**config.mk**
```make
export PLATFORM = sky130hd
export DESIGN_NAME = systolic_feeder
export DESIGN_NICKNAME = d
export VERILOG_FILES = /design/src/rtl/systolic_feeder_pkg.sv /design/src/rtl/systolic_feeder_skew_line.sv /design/src/rtl/systolic_feeder.sv
export SDC_FILE = /design/constraint.sdc
export NUM_CORES = 1
export LEC_CHECK = 0
export ABC_AREA = 1
export CAP_MARGIN = 30
export CORE_ASPECT_RATIO = 1.2
export CORE_UTILIZATION = 49
export CTS_CLUSTER_SIZE = 40
export DETAILED_ROUTE_END_ITERATION = 7
export PLACE_DENSITY = 0.83
export SLEW_MARGIN = 20
export SYNTH_ARGS = -nofsm -noshare
export SYNTH_HDL_FRONTEND = slang
export SYNTH_SLANG_ARGS = --single-unit
```
**constraint.sdc**
```tcl
create_clock -name clk -period 6.91 [get_ports clk]
set_input_delay 0.691 -clock clk [delete_from_list [all_inputs] [get_ports clk]]
set_output_delay 0.691 -clock clk [all_outputs]
set_load 0.005 [all_outputs]
```
**src/rtl/systolic_feeder_pkg.sv**
```systemverilog
// Shared definitions for the systolic array operand feeder: FSM encoding,
// default array geometry and the drain-length rule.
package systolic_feeder_pkg;

  // Default array geometry (rows = columns = lanes) and operand width.
  localparam int ARR_N  = 4;
  localparam int ARR_DW = 8;

  // Tile sequencing states.
  typedef enum logic [2:0] {
    ST_IDLE   = 3'd0,
    ST_CLEAR  = 3'd1,
    ST_STREAM = 3'd2,
    ST_DRAIN  = 3'd3,
    ST_DONE   = 3'd4
  } fsm_state_e;

  // Cycles to wait after the last read until PE(N-1,N-1) holds its final sum:
  // 2*(n-1) cycles of array skew plus 2 cycles of buffer and edge latency.
  function automatic int drain_len(input int n);
    return 2 * (n - 1) + 2;
  endfunction

  localparam int DRAIN_LEN = drain_len(ARR_N);

endpackage

```
**src/rtl/systolic_feeder_skew_line.sv**
```systemverilog
// One lane of the edge skew: an edge register that zeroes data whenever the
// valid is low, followed by DEPTH further stages carrying data and valid
// together. DEPTH = 0 leaves just the edge register.
module systolic_feeder_skew_line #(
  parameter int W     = 8,
  parameter int DEPTH = 0
) (
  input  logic         clk,
  input  logic         rst,
  input  logic         v_i,
  input  logic [W-1:0] d_i,
  output logic         v_o,
  output logic [W-1:0] d_o
);

  logic [DEPTH:0]        v_q;
  logic [DEPTH:0][W-1:0] d_q;

  // Edge register plus shift line; data is forced to zero at entry when invalid.
  always_ff @(posedge clk or posedge rst) begin
    if (rst) begin
      v_q <= '0;
      d_q <= '0;
    end else begin
      v_q[0] <= v_i;
      d_q[0] <= v_i ? d_i : {W{1'b0}};
      for (int s = 1; s <= DEPTH; s++) begin
        v_q[s] <= v_q[s-1];
        d_q[s] <= d_q[s-1];
      end
    end
  end

  assign v_o = v_q[DEPTH];
  assign d_o = d_q[DEPTH];

endmodule

```
**src/rtl/systolic_feeder.sv**
```systemverilog
// Operand feeder for an N x N systolic array. Reads one A column and one B
// row per cycle, skews lane i by i cycles on both edges, pulses clr before
// each tile and pulses done when PE(N-1,N-1) holds its final sum.
module systolic_feeder
  import systolic_feeder_pkg::*;
#(
  parameter int DW_ = ARR_DW,
  parameter int N_  = ARR_N,
  parameter int KW_ = 8
) (
  input  logic              clk,
  input  logic              rst,
  input  logic              start,
  input  logic [KW_-1:0]    k_len,
  output logic              rd_en,
  output logic [KW_-1:0]    rd_addr,
  input  logic [N_*DW_-1:0] a_rd_data,
  input  logic [N_*DW_-1:0] b_rd_data,
  output logic [N_*DW_-1:0] a_edge,
  output logic [N_-1:0]     a_edge_v,
  output logic [N_*DW_-1:0] b_edge,
  output logic [N_-1:0]     b_edge_v,
  output logic              clr,
  output logic              busy,
  output logic              done
);

  localparam int DRAIN_CYC = drain_len(N_);
  localparam int DCW       = $clog2(DRAIN_CYC + 1);

  fsm_state_e     state_q, state_d;
  logic [KW_-1:0] k_q, k_d;
  logic [KW_-1:0] addr_q, addr_d;
  logic [DCW-1:0] dcnt_q, dcnt_d;
  logic           rd_v_q;

  // State, latched depth and counters.
  always_ff @(posedge clk or posedge rst) begin
    if (rst) begin
      state_q <= ST_IDLE;
      k_q     <= '0;
      addr_q  <= '0;
      dcnt_q  <= '0;
    end else begin
      state_q <= state_d;
      k_q     <= k_d;
      addr_q  <= addr_d;
      dcnt_q  <= dcnt_d;
    end
  end

  // Next-state and counter sequencing for one tile.
  always_comb begin
    state_d = state_q;
    k_d     = k_q;
    addr_d  = addr_q;
    dcnt_d  = dcnt_q;
    case (state_q)
      ST_IDLE: begin
        if (start) begin
          state_d = ST_CLEAR;
          k_d     = k_len;
        end else begin
          state_d = ST_IDLE;
        end
      end
      ST_CLEAR: begin
        addr_d = '0;
        dcnt_d = '0;
        if (k_q != {KW_{1'b0}}) begin
          state_d = ST_STREAM;
        end else begin
          state_d = ST_DONE;
        end
      end
      ST_STREAM: begin
        if (addr_q == k_q - KW_'(1)) begin
          state_d = ST_DRAIN;
        end else begin
          addr_d = addr_q + KW_'(1);
        end
      end
      ST_DRAIN: begin
        if (dcnt_q == DCW'(DRAIN_CYC - 1)) begin
          state_d = ST_DONE;
        end else begin
          dcnt_d = dcnt_q + DCW'(1);
        end
      end
      ST_DONE: begin
        state_d = ST_IDLE;
      end
      default: begin
        state_d = ST_IDLE;
      end
    endcase
  end

  // Control outputs decoded from the registered state.
  always_comb begin
    rd_en   = 1'b0;
    rd_addr = '0;
    clr     = 1'b0;
    busy    = 1'b0;
    done    = 1'b0;
    case (state_q)
      ST_CLEAR: begin
        clr  = 1'b1;
        busy = 1'b1;
      end
      ST_STREAM: begin
        rd_en   = 1'b1;
        rd_addr = addr_q;
        busy    = 1'b1;
      end
      ST_DRAIN: begin
        busy = 1'b1;
      end
      ST_DONE: begin
        busy = 1'b1;
        done = 1'b1;
      end
      default: begin
        busy = 1'b0;
      end
    endcase
  end

  // Marks the cycle in which buffer read data is present (one after rd_en).
  always_ff @(posedge clk or posedge rst) begin
    if (rst) begin
      rd_v_q <= 1'b0;
    end else begin
      rd_v_q <= rd_en;
    end
  end

  // Both edges share rd_v_q, so a_edge_v and b_edge_v are identical per lane.
  for (genvar i = 0; i < N_; i++) begin : g_lane
    systolic_feeder_skew_line #(.W(DW_), .DEPTH(i)) u_a_line (
      .clk (clk),
      .rst (rst),
      .v_i (rd_v_q),
      .d_i (a_rd_data[i*DW_ +: DW_]),
      .v_o (a_edge_v[i]),
      .d_o (a_edge[i*DW_ +: DW_])
    );
    systolic_feeder_skew_line #(.W(DW_), .DEPTH(i)) u_b_line (
      .clk (clk),
      .rst (rst),
      .v_i (rd_v_q),
      .d_i (b_rd_data[i*DW_ +: DW_]),
      .v_o (b_edge_v[i]),
      .d_o (b_edge[i*DW_ +: DW_])
    );
  end

endmodule

```
Word-level counts from Yosys, hierarchy flattened. Index checks and enable logic that the tools add are counted.

Register bits: 203. Input port bits: 75. Output and inout port bits: 84. Word-level logic and storage cells: 76.

Add/subtract/negate cells: 3. Eq/ne operators: 10. Mux-type cells: 22. Reductions and logical operators: 9.

Operator list (count): $mux 8 (10); $pmux 8 s2 (1); $pmux 3 s4 (1); $mux 3 (3); $add 8x1->8 const B (1); $eq 8x8->1 (1); $ne 2x2->1 const B (4); $pmux 4 s2 (1); $reduce_and 2->1 (4); $reduce_bool 8->1 (1); $sub 8x1->8 const B (1); $eq 3x2->1 const B (2); $mux 1 (5); $add 4x1->4 const B (1); $eq 4x3->1 const B (1); $mux 4 (1); $reduce_bool 2->1 (2); $reduce_or 4->1 (1); $eq 3x1->1 const B (1); $eq 3x3->1 const B (1); $logic_not 3->1 (1).

Depth between registers and ports, before layout. Gate-level depths: netlist of run 1.

Depth after elaboration: 4. Depth in mapped cells: 15. Mapped depth without buffers: 15.

Cells and area by module. From an unflattened synthesis of run 1, not the netlist that was laid out.

Cells, all modules: 603. Area, all modules: 6974.2 um^2.

By module, submodules not included: systolic_feeder_skew_line (g_lane[3].u_a_line ...) (instances 2, cells an instance 62, area an instance 1029.7 um^2, seq. area each 900.9 um^2); systolic_feeder_skew_line (g_lane[2].u_a_line ...) (instances 2, cells an instance 53, area an instance 804.5 um^2, seq. area each 675.6 um^2); systolic_feeder (instances 1, cells an instance 231, area an instance 1559.0 um^2, seq. area each 600.6 um^2); systolic_feeder_skew_line (g_lane[1].u_a_line ...) (instances 2, cells an instance 44, area an instance 579.3 um^2, seq. area each 450.4 um^2); systolic_feeder_skew_line (g_lane[0].u_a_line ...) (instances 2, cells an instance 27, area an instance 294.0 um^2, seq. area each 225.2 um^2).

Least setup slack after synthesis of run 1. No wires, ideal clock.

Kind: register to output. Start: reg state_q[2]. End: out rd_addr[0]. Data arrival time: 1.169 ns. Required time: 6.219 ns. Slack: 5.050 ns. Cell stages (with the launch flop): 5. Buffers on the path: 1. Cell sequence: dfrtp_1 > nor3_4 > inv_2 > buf_4 > nor2_1.

Word-level cells in the longest chain between the ends: 2.

Ends and longest elaborated chain: start, declared (line systolic_feeder.sv:31) `fsm_state_e state_q, state_d;`; start signal, assigned (line systolic_feeder.sv:45) `state_q <= state_d;`; $eq 3x2->1 (line systolic_feeder.sv:106) `case (state_q)`; $mux 8 (line systolic_feeder.sv:106); end, declared (line systolic_feeder.sv:16) `output logic [KW_-1:0] rd_addr,`.

No other way between the ends.

Worst setup path in the final report of run 1.
Start: reg state_q[2]. End: out rd_addr[5].

The elaborated chain is that of the path after synthesis.

==> summary.txt, run 1 <==
Yosys
  – Synth Area in XOR/XNOR: less than 1%
  – Ys flop type: dfrtp_1
  – Synth warn: 0
  – Compound-gate portion of the synthesized area: 1.52%
  – Top cells by area, synth: dfrtp_1, nand2_1, buf_4, inv_1, nor2_1
  – Post-synthesis mux area share: 0.512%
  – Post-synthesis async set-or-reset flop share: 100%
  – Largest family of logic cells by synthesized area: buffers and inverters
  – Mapped Area: 0.00660 mm²
  – Mean Syn Cell Area: 11.6 µm²
  – Flops & latches, synth: 188
  – Post-Syn Instances: around 570
  – Leading area contributor after synthesis: dfrtp_1
  – Post-Synth Simple-Gate Area: 12.5%
  – Seq/Total Area, Yosys: 71.2%
  – Number of enable flip-flop cells after synthesis: 0
  – Post-synthesis adder-cell area fraction: 0.758%
  – Top-area cell type share of the netlist area: 71.2%
  – Synthesized Nets: 650
  – Synth unique cells: 32

Pwr
  – Power Density: 369 mW/mm²
  – Overall power: 3.18 mW
  – Max IR drop VDD: approximately 0.23 mV
  – Leakage: 4.55 nW

GRT
  – Largest net degree at the start of global routing: 109
  – Total GRT Usage: approximately 18%
  – Initial antenna violation count: 0
  – Number of global-route vias before repair: roughly 4k
  – Total gr overflow: 0
  – First-pass GRT wire length: ~19000 µm

Route
  – Via Count: around 3.9k
  – Final ANT Viol Nets: 0
  – Final WL: 11500 µm
  – TritonRoute pass-1 iters: 4
  – Via/cell ratio: 4.47
  – # DRC: 0
  – First DRT Iteration DRCs: 194
  – Wirelength per Cell: around 13 µm

Layout
  – Share of cells above drive strength 1: 9.04%
  – Commonest non-fill, non-tap cells in the layout: dfrtp_1, clkdlybuf4s50_1, nand2_1, inv_1, nor2_1
  – Commonest non-fill, non-tap cell in the layout: dfrtp_1
  – Antenna fix cells: 0
  – Nets: 763
  – P&R area growth vs syn: 30.5%

Worst setup path
  – Critical-path cell list: nor3_4 -> inv_2 -> nor2_1 -> clkdlybuf4s50_1
  – CP startpoint kind: flip-flop
  – R2R cell count: 15
  – Slowest stage cell, crit path: clkdlybuf4s50_1
  – CP max FO: 16
  – FF-to-FF Start: k_q[0]
  – R2r endpoint: addr_q[6]
  – Worst EP arrival: ~2.2 ns
  – WS Path Type: reg -> out
  – CP Capture Type: primary output
  – Worst path required time: 6.22 ns
  – CP peak stage delay: 0.53 ns
  – Flop-to-flop setup slack: 5.03 ns

Worst hold path
  – Hold path endpoint: g_lane[3].u_b_line.d_q[18]
  – Worst Hold Depth: 0
  – HP Start: g_lane[3].u_b_line.d_q[10]
  – Worst Hold Class: reg -> reg

Clocking
  – Maximum clock insertion buffer count: 2
  – Setup bufs post-CTS: 0
  – Root buf cell: clkbuf_16
  – PostCTS Resize Cnt: 0
  – Clock buffers created by TritonCTS: 17
  – CTS Hold Bufs: 0
  – H-tree levels: 4
  – CTS Sinks: 188
  – CTS tree: done
  – Clk_lat worst skew: 0.41 ns
  – Clk slew on worst S/H paths: 0.07 ns

STA
  – Worst Tran Pin Value: 0.728 ns
  – Final TNS setup: 0 ns
  – Final setup viols: 0
  – Fmax: between 300 and 400 MHz
  – Clock Skew: 0.0101 ns
  – Relative slew slack: 51.5%
  – Final hold vios: 0
  – Number of max-slew violations in the final report: 0
  – Fin crit period: 2.86 ns
  – Final clock period utilization by the worst path: 41.4%
  – RSZ-0062 raised after global routing: false

Die
  – Initial core utilization: 50.1%
  – Die ar.: 0.0139 mm²
  – Core ar.: ~0.013 mm²
  – Row count: 46
  – Die width: 108 µm
  – DIE HEIGHT: 129 µm
  – I/O pin cnt: 159

Placed design
  – IO Port Bufs: 158
  – Placer congestion estimate: 0.875
  – DP HPWL: 8080 µm

Outcome
  – Status: completed

Flow run
  – Max-cap viol count: 0
sequential cells by signal, summed over array words and instances, names as in the netlist:
register	count
g_lane.u_a_line.d_q	48
addr_q	8
g_lane.u_b_line.v_q	3
g_lane.u_a_line.d_o	32
state_q	3
g_lane.u_b_line.d_q	48
rd_v_q	1
g_lane.u_b_line.d_o	32
k_q	8
dcnt_q	4
g_lane.u_a_line.v_q	1
per-layer routing:
layer / vias up / track usage [%] / part of all wire [%]
met2: 121 / 30.3 / 53
li1: 1864 / - / -
met3: 19 / 4.83 / 5.2
met5: - / 0 / 0
met1: 1859 / 21.1 / 39
met4: 0 / 7.25 / 2.1
final cells by class:
cell class	instances	area, µm²
Timing Repair Buffer	161	1640
Fill cell	975	4560
Tap cell	168	210
Clock inverter	15	206
Clock buffer	17	425
Sequential cell	188	4710
Multi-Input combinational cell	219	1060
Inverter	97	372
worst max-delay path: cells and delay by family (launching register included):
kind                   cells  cell delay, ns
buffers and inverters      2            0.76
and+or+nand+nor            2            0.56
DFF                        1            0.43
worst max path at each step:
stage	slack, ns	startpoint	endpoint
global route	3.95	state_q[2]	busy
CTS	4.03	state_q[2]	rd_addr[5]
finish	4.05	state_q[2]	rd_addr[5]
detailed placement	4.15	rst	g_lane[2].u_a_line.d_q[8]
floorplan	1.11	rst	addr_q[0]
global placement	4.25	rst	g_lane[2].u_a_line.d_o[4]
cells by family after synthesis:
group | Yosys count
and+or+nand+nor | 188
buffers and inverters | 164
muxes | 3
AOI/OAI and AO/OA | 18
adders and majority gates | 4
DFF | 188
xor gates and xnor gates | 6
per-stage QoR:
step	instances	util (%)	area (µm²)	worst slack, ns	hold slack [ns]
floorplan	571	-	6600	1.11	0.331
global placement	831	60.2	7940	4.25	0.332
detailed placement	832	60.4	7960	4.15	0.335
CTS	864	65.2	8590	4.03	0.345
global route	865	65.4	8620	3.95	0.352
finish	865	65.4	8620	4.05	0.341
power by group:
group          internal [mW]  total [mW]  switching (mW)
logic                  0.342       0.723           0.381
registers               1.33        1.46           0.130
clock network          0.554       0.991           0.437
total                   2.23        3.18           0.949
synth_stat cells (3+ instances only):
cell type / number
a21oi_1: 9
buf_4: 57
clkbuf_1: 6
dfrtp_1: 188
ha_1: 4
inv_1: 87
inv_2: 9
mux2_2: 3
nand2_1: 117
nand3_1: 17
nor2_1: 34
nor2_2: 4
nor3_1: 4
o21ai_0: 4
xnor2_1: 3
xor2_1: 3
(Power assumes the default switching activity.)
==> run 2: changes to the inputs <==
CORE_UTILIZATION = 44   (was 49)
PLACE_DENSITY = 0.79   (was 0.83)
clock period = 2.4 ns   (was 6.91 ns; I/O delays follow)
==> run 2 against run 1 <==
Compared with the run above: sequential cell count stayed put; total power grew to 2.8 times the previous value; clock skew decreased by 0.0021 ns; hold slack got worse by 0.10 ns; first-iteration DRC count is 26% higher; die area up 11%.
==> summary.txt, run 2 (synthesis results as in run 1) <==
Layout
  – P&R area growth vs syn: 30.4%
  – Util after Layout: about three fifths
  – Antenna fix cells: 0
  – Largest registers: g_lane.u_a_line.d_q (48), g_lane.u_b_line.d_q (48)
  – Commonest non-fill, non-tap cells in the layout: dfrtp_1, clkdlybuf4s50_1, nand2_1, inv_1, nor2_1
  – Commonest non-fill, non-tap cell in the layout: dfrtp_1
  – Nets: 768
  – Share of cells above drive strength 1: 9.42%

Worst setup path
  – CP peak stage delay: 0.50 ns
  – WS Path Type: reg -> out
  – R2R cell count: 15
  – FF-to-FF Start: k_q[0]
  – Flop-to-flop setup slack: 0.59 ns
  – Cell family with most CP delay: buffers and inverters
  – Worst path buffer plus inverter count: 3
  – R2r endpoint: addr_q[2]
  – Worst EP arrival: 2.01 ns
  – WP depth: 6
  – Critical-path cell list: inv_1 -> nand2_1 -> nor2_2 -> clkinvlp_4 -> nand4_1 -> clkdlybuf4s50_1
  – Slowest stage cell, crit path: clkdlybuf4s50_1
  – CP startpoint kind: flip-flop
  – CP max FO: 5
  – Crit path to: busy
  – CP startpoint: state_q[2]
  – CP Capture Type: primary output
  – Worst path required time: 2.16 ns

STA
  – Final setup viols: 0
  – RSZ-0062 raised after global routing: false
  – Final clock period utilization by the worst path: 93.7%
  – Worst Tran Pin Value: 0.598 ns
  – Final TNS setup: 0 ns
  – Final hold vios: 0
  – Fin crit period: 2.25 ns
  – Fmax: roughly 440 MHz
  – Relative slew slack: 60.0%
  – Number of max-slew violations in the final report: 0
  – Clock Skew: 0.00799 ns

Placed design
  – Placer congestion estimate: roughly 0.83
  – DP HPWL: 8620 µm
  – IO Port Bufs: ~160

Clocking
  – H-tree levels: 4
  – CTS tree: done
  – Clk slew on worst S/H paths: 0.07 ns
  – Clock buffers created by TritonCTS: 17
  – Clk_lat worst skew: around 0.41 ns
  – Maximum clock insertion buffer count: 2
  – Root buf cell: clkbuf_16
  – CTS Sinks: 188

GRT
  – Total GRT Usage: around 17%
  – First-pass GRT wire length: 19400 µm
  – Number of global-route vias before repair: just over 4k
  – Initial antenna violation count: 0
  – Largest net degree at the start of global routing: 55
  – Total gr overflow: 0

Route
  – # DRC: 0
  – Via/cell ratio: around 4.3
  – Wirelength per Cell: between 10 and 15 µm
  – Via Count: 3845
  – Final WL: 11700 µm
  – First DRT Iteration DRCs: about 240
  – TritonRoute pass-1 iters: 4
  – Final ANT Viol Nets: 0

Outcome
  – Status: completed

Die
  – Initial core utilization: 45.4%
  – Core ar.: 0.0145 mm²
  – Row count: 48
  – Die ar.: ~0.016 mm²
  – DIE HEIGHT: ~140 µm
  – I/O pin cnt: approximately 160
  – Die width: 114 µm

Pwr
  – Leakage: 4.53 nW
  – Overall power: 8.83 mW
  – Power Density: 1030 mW/mm²
  – Max IR drop VDD: 0.503 mV

Flow run
  – Max-cap viol count: 0

Worst hold path
  – Worst Hold Class: in -> async
[run 2: cell types whose count changed in the layout (fill, tap and decap cells not counted), sizes merged]
cell,previous run,this run
clkinvlp,0,3
clkinv,10,8
inv,100,97
bufinv,2,0
clkbuf,17,20
buf,3,8
[run 2: how the worst min path moves through the flow]
stage                                  to
6_report        g_lane[2].u_a_line.d_q[3]
5_1_grt         g_lane[2].u_a_line.d_q[3]
3_5_place_dp   g_lane[3].u_a_line.d_q[18]
4_1_cts         g_lane[2].u_a_line.d_q[3]
2_1_floorplan   g_lane[1].u_a_line.d_o[0]
3_3_place_gp   g_lane[2].u_a_line.d_q[12]
[run 2: through the flow]
step	std cells	area [µm²]	setup slack, ns	hold WS, ns
2_1_floorplan	571	6610	-0.260	0.331
3_3_place_gp	869	8070	0.574	0.331
3_5_place_dp	869	8070	0.499	0.335
4_1_cts	900	8600	0.0152	0.235
5_1_grt	901	8610	0.0217	0.282
6_report	901	8610	0.150	0.240
[run 2: final cells by class]
type,instances,area [µm²]
inverter,97,372
multi-input combinational,219,1060
timing repair buffer,166,1690
tap,200,250
fill,1184,5920
clock buffer,20,447
clock inverter,11,86.3
sequential,188,4710
[run 2: repair_timing]
item,in CTS,in global routing
gates resized for setup,0,1
endpoints found under the hold margin,0,0
setup buffers,0,1
hold buffers,0,0
endpoints found under the setup margin,0,1
[run 2: layer usage]
| metal | GRT usage [%] | share of wire, % | vias up |
|---|---|---|---|
| li1 | - | - | 1870 |
| met1 | 20.6 | 43 | 1830 |
| met2 | 26.8 | 50 | 134 |
| met3 | 5.48 | 6.2 | 11 |
| met4 | 6.85 | 1.3 | 0 |
| met5 | 0 | 0 | - |
[run 2: report_power, final]
group | leakage (nW) | switching (mW) | internal (mW)
Clock | 0.263 | 1.14 | 1.36
Combinational | 1.78 | 1.09 | 1.02
Sequential | 2.49 | 0.388 | 3.84
Total | 4.53 | 2.61 | 6.22
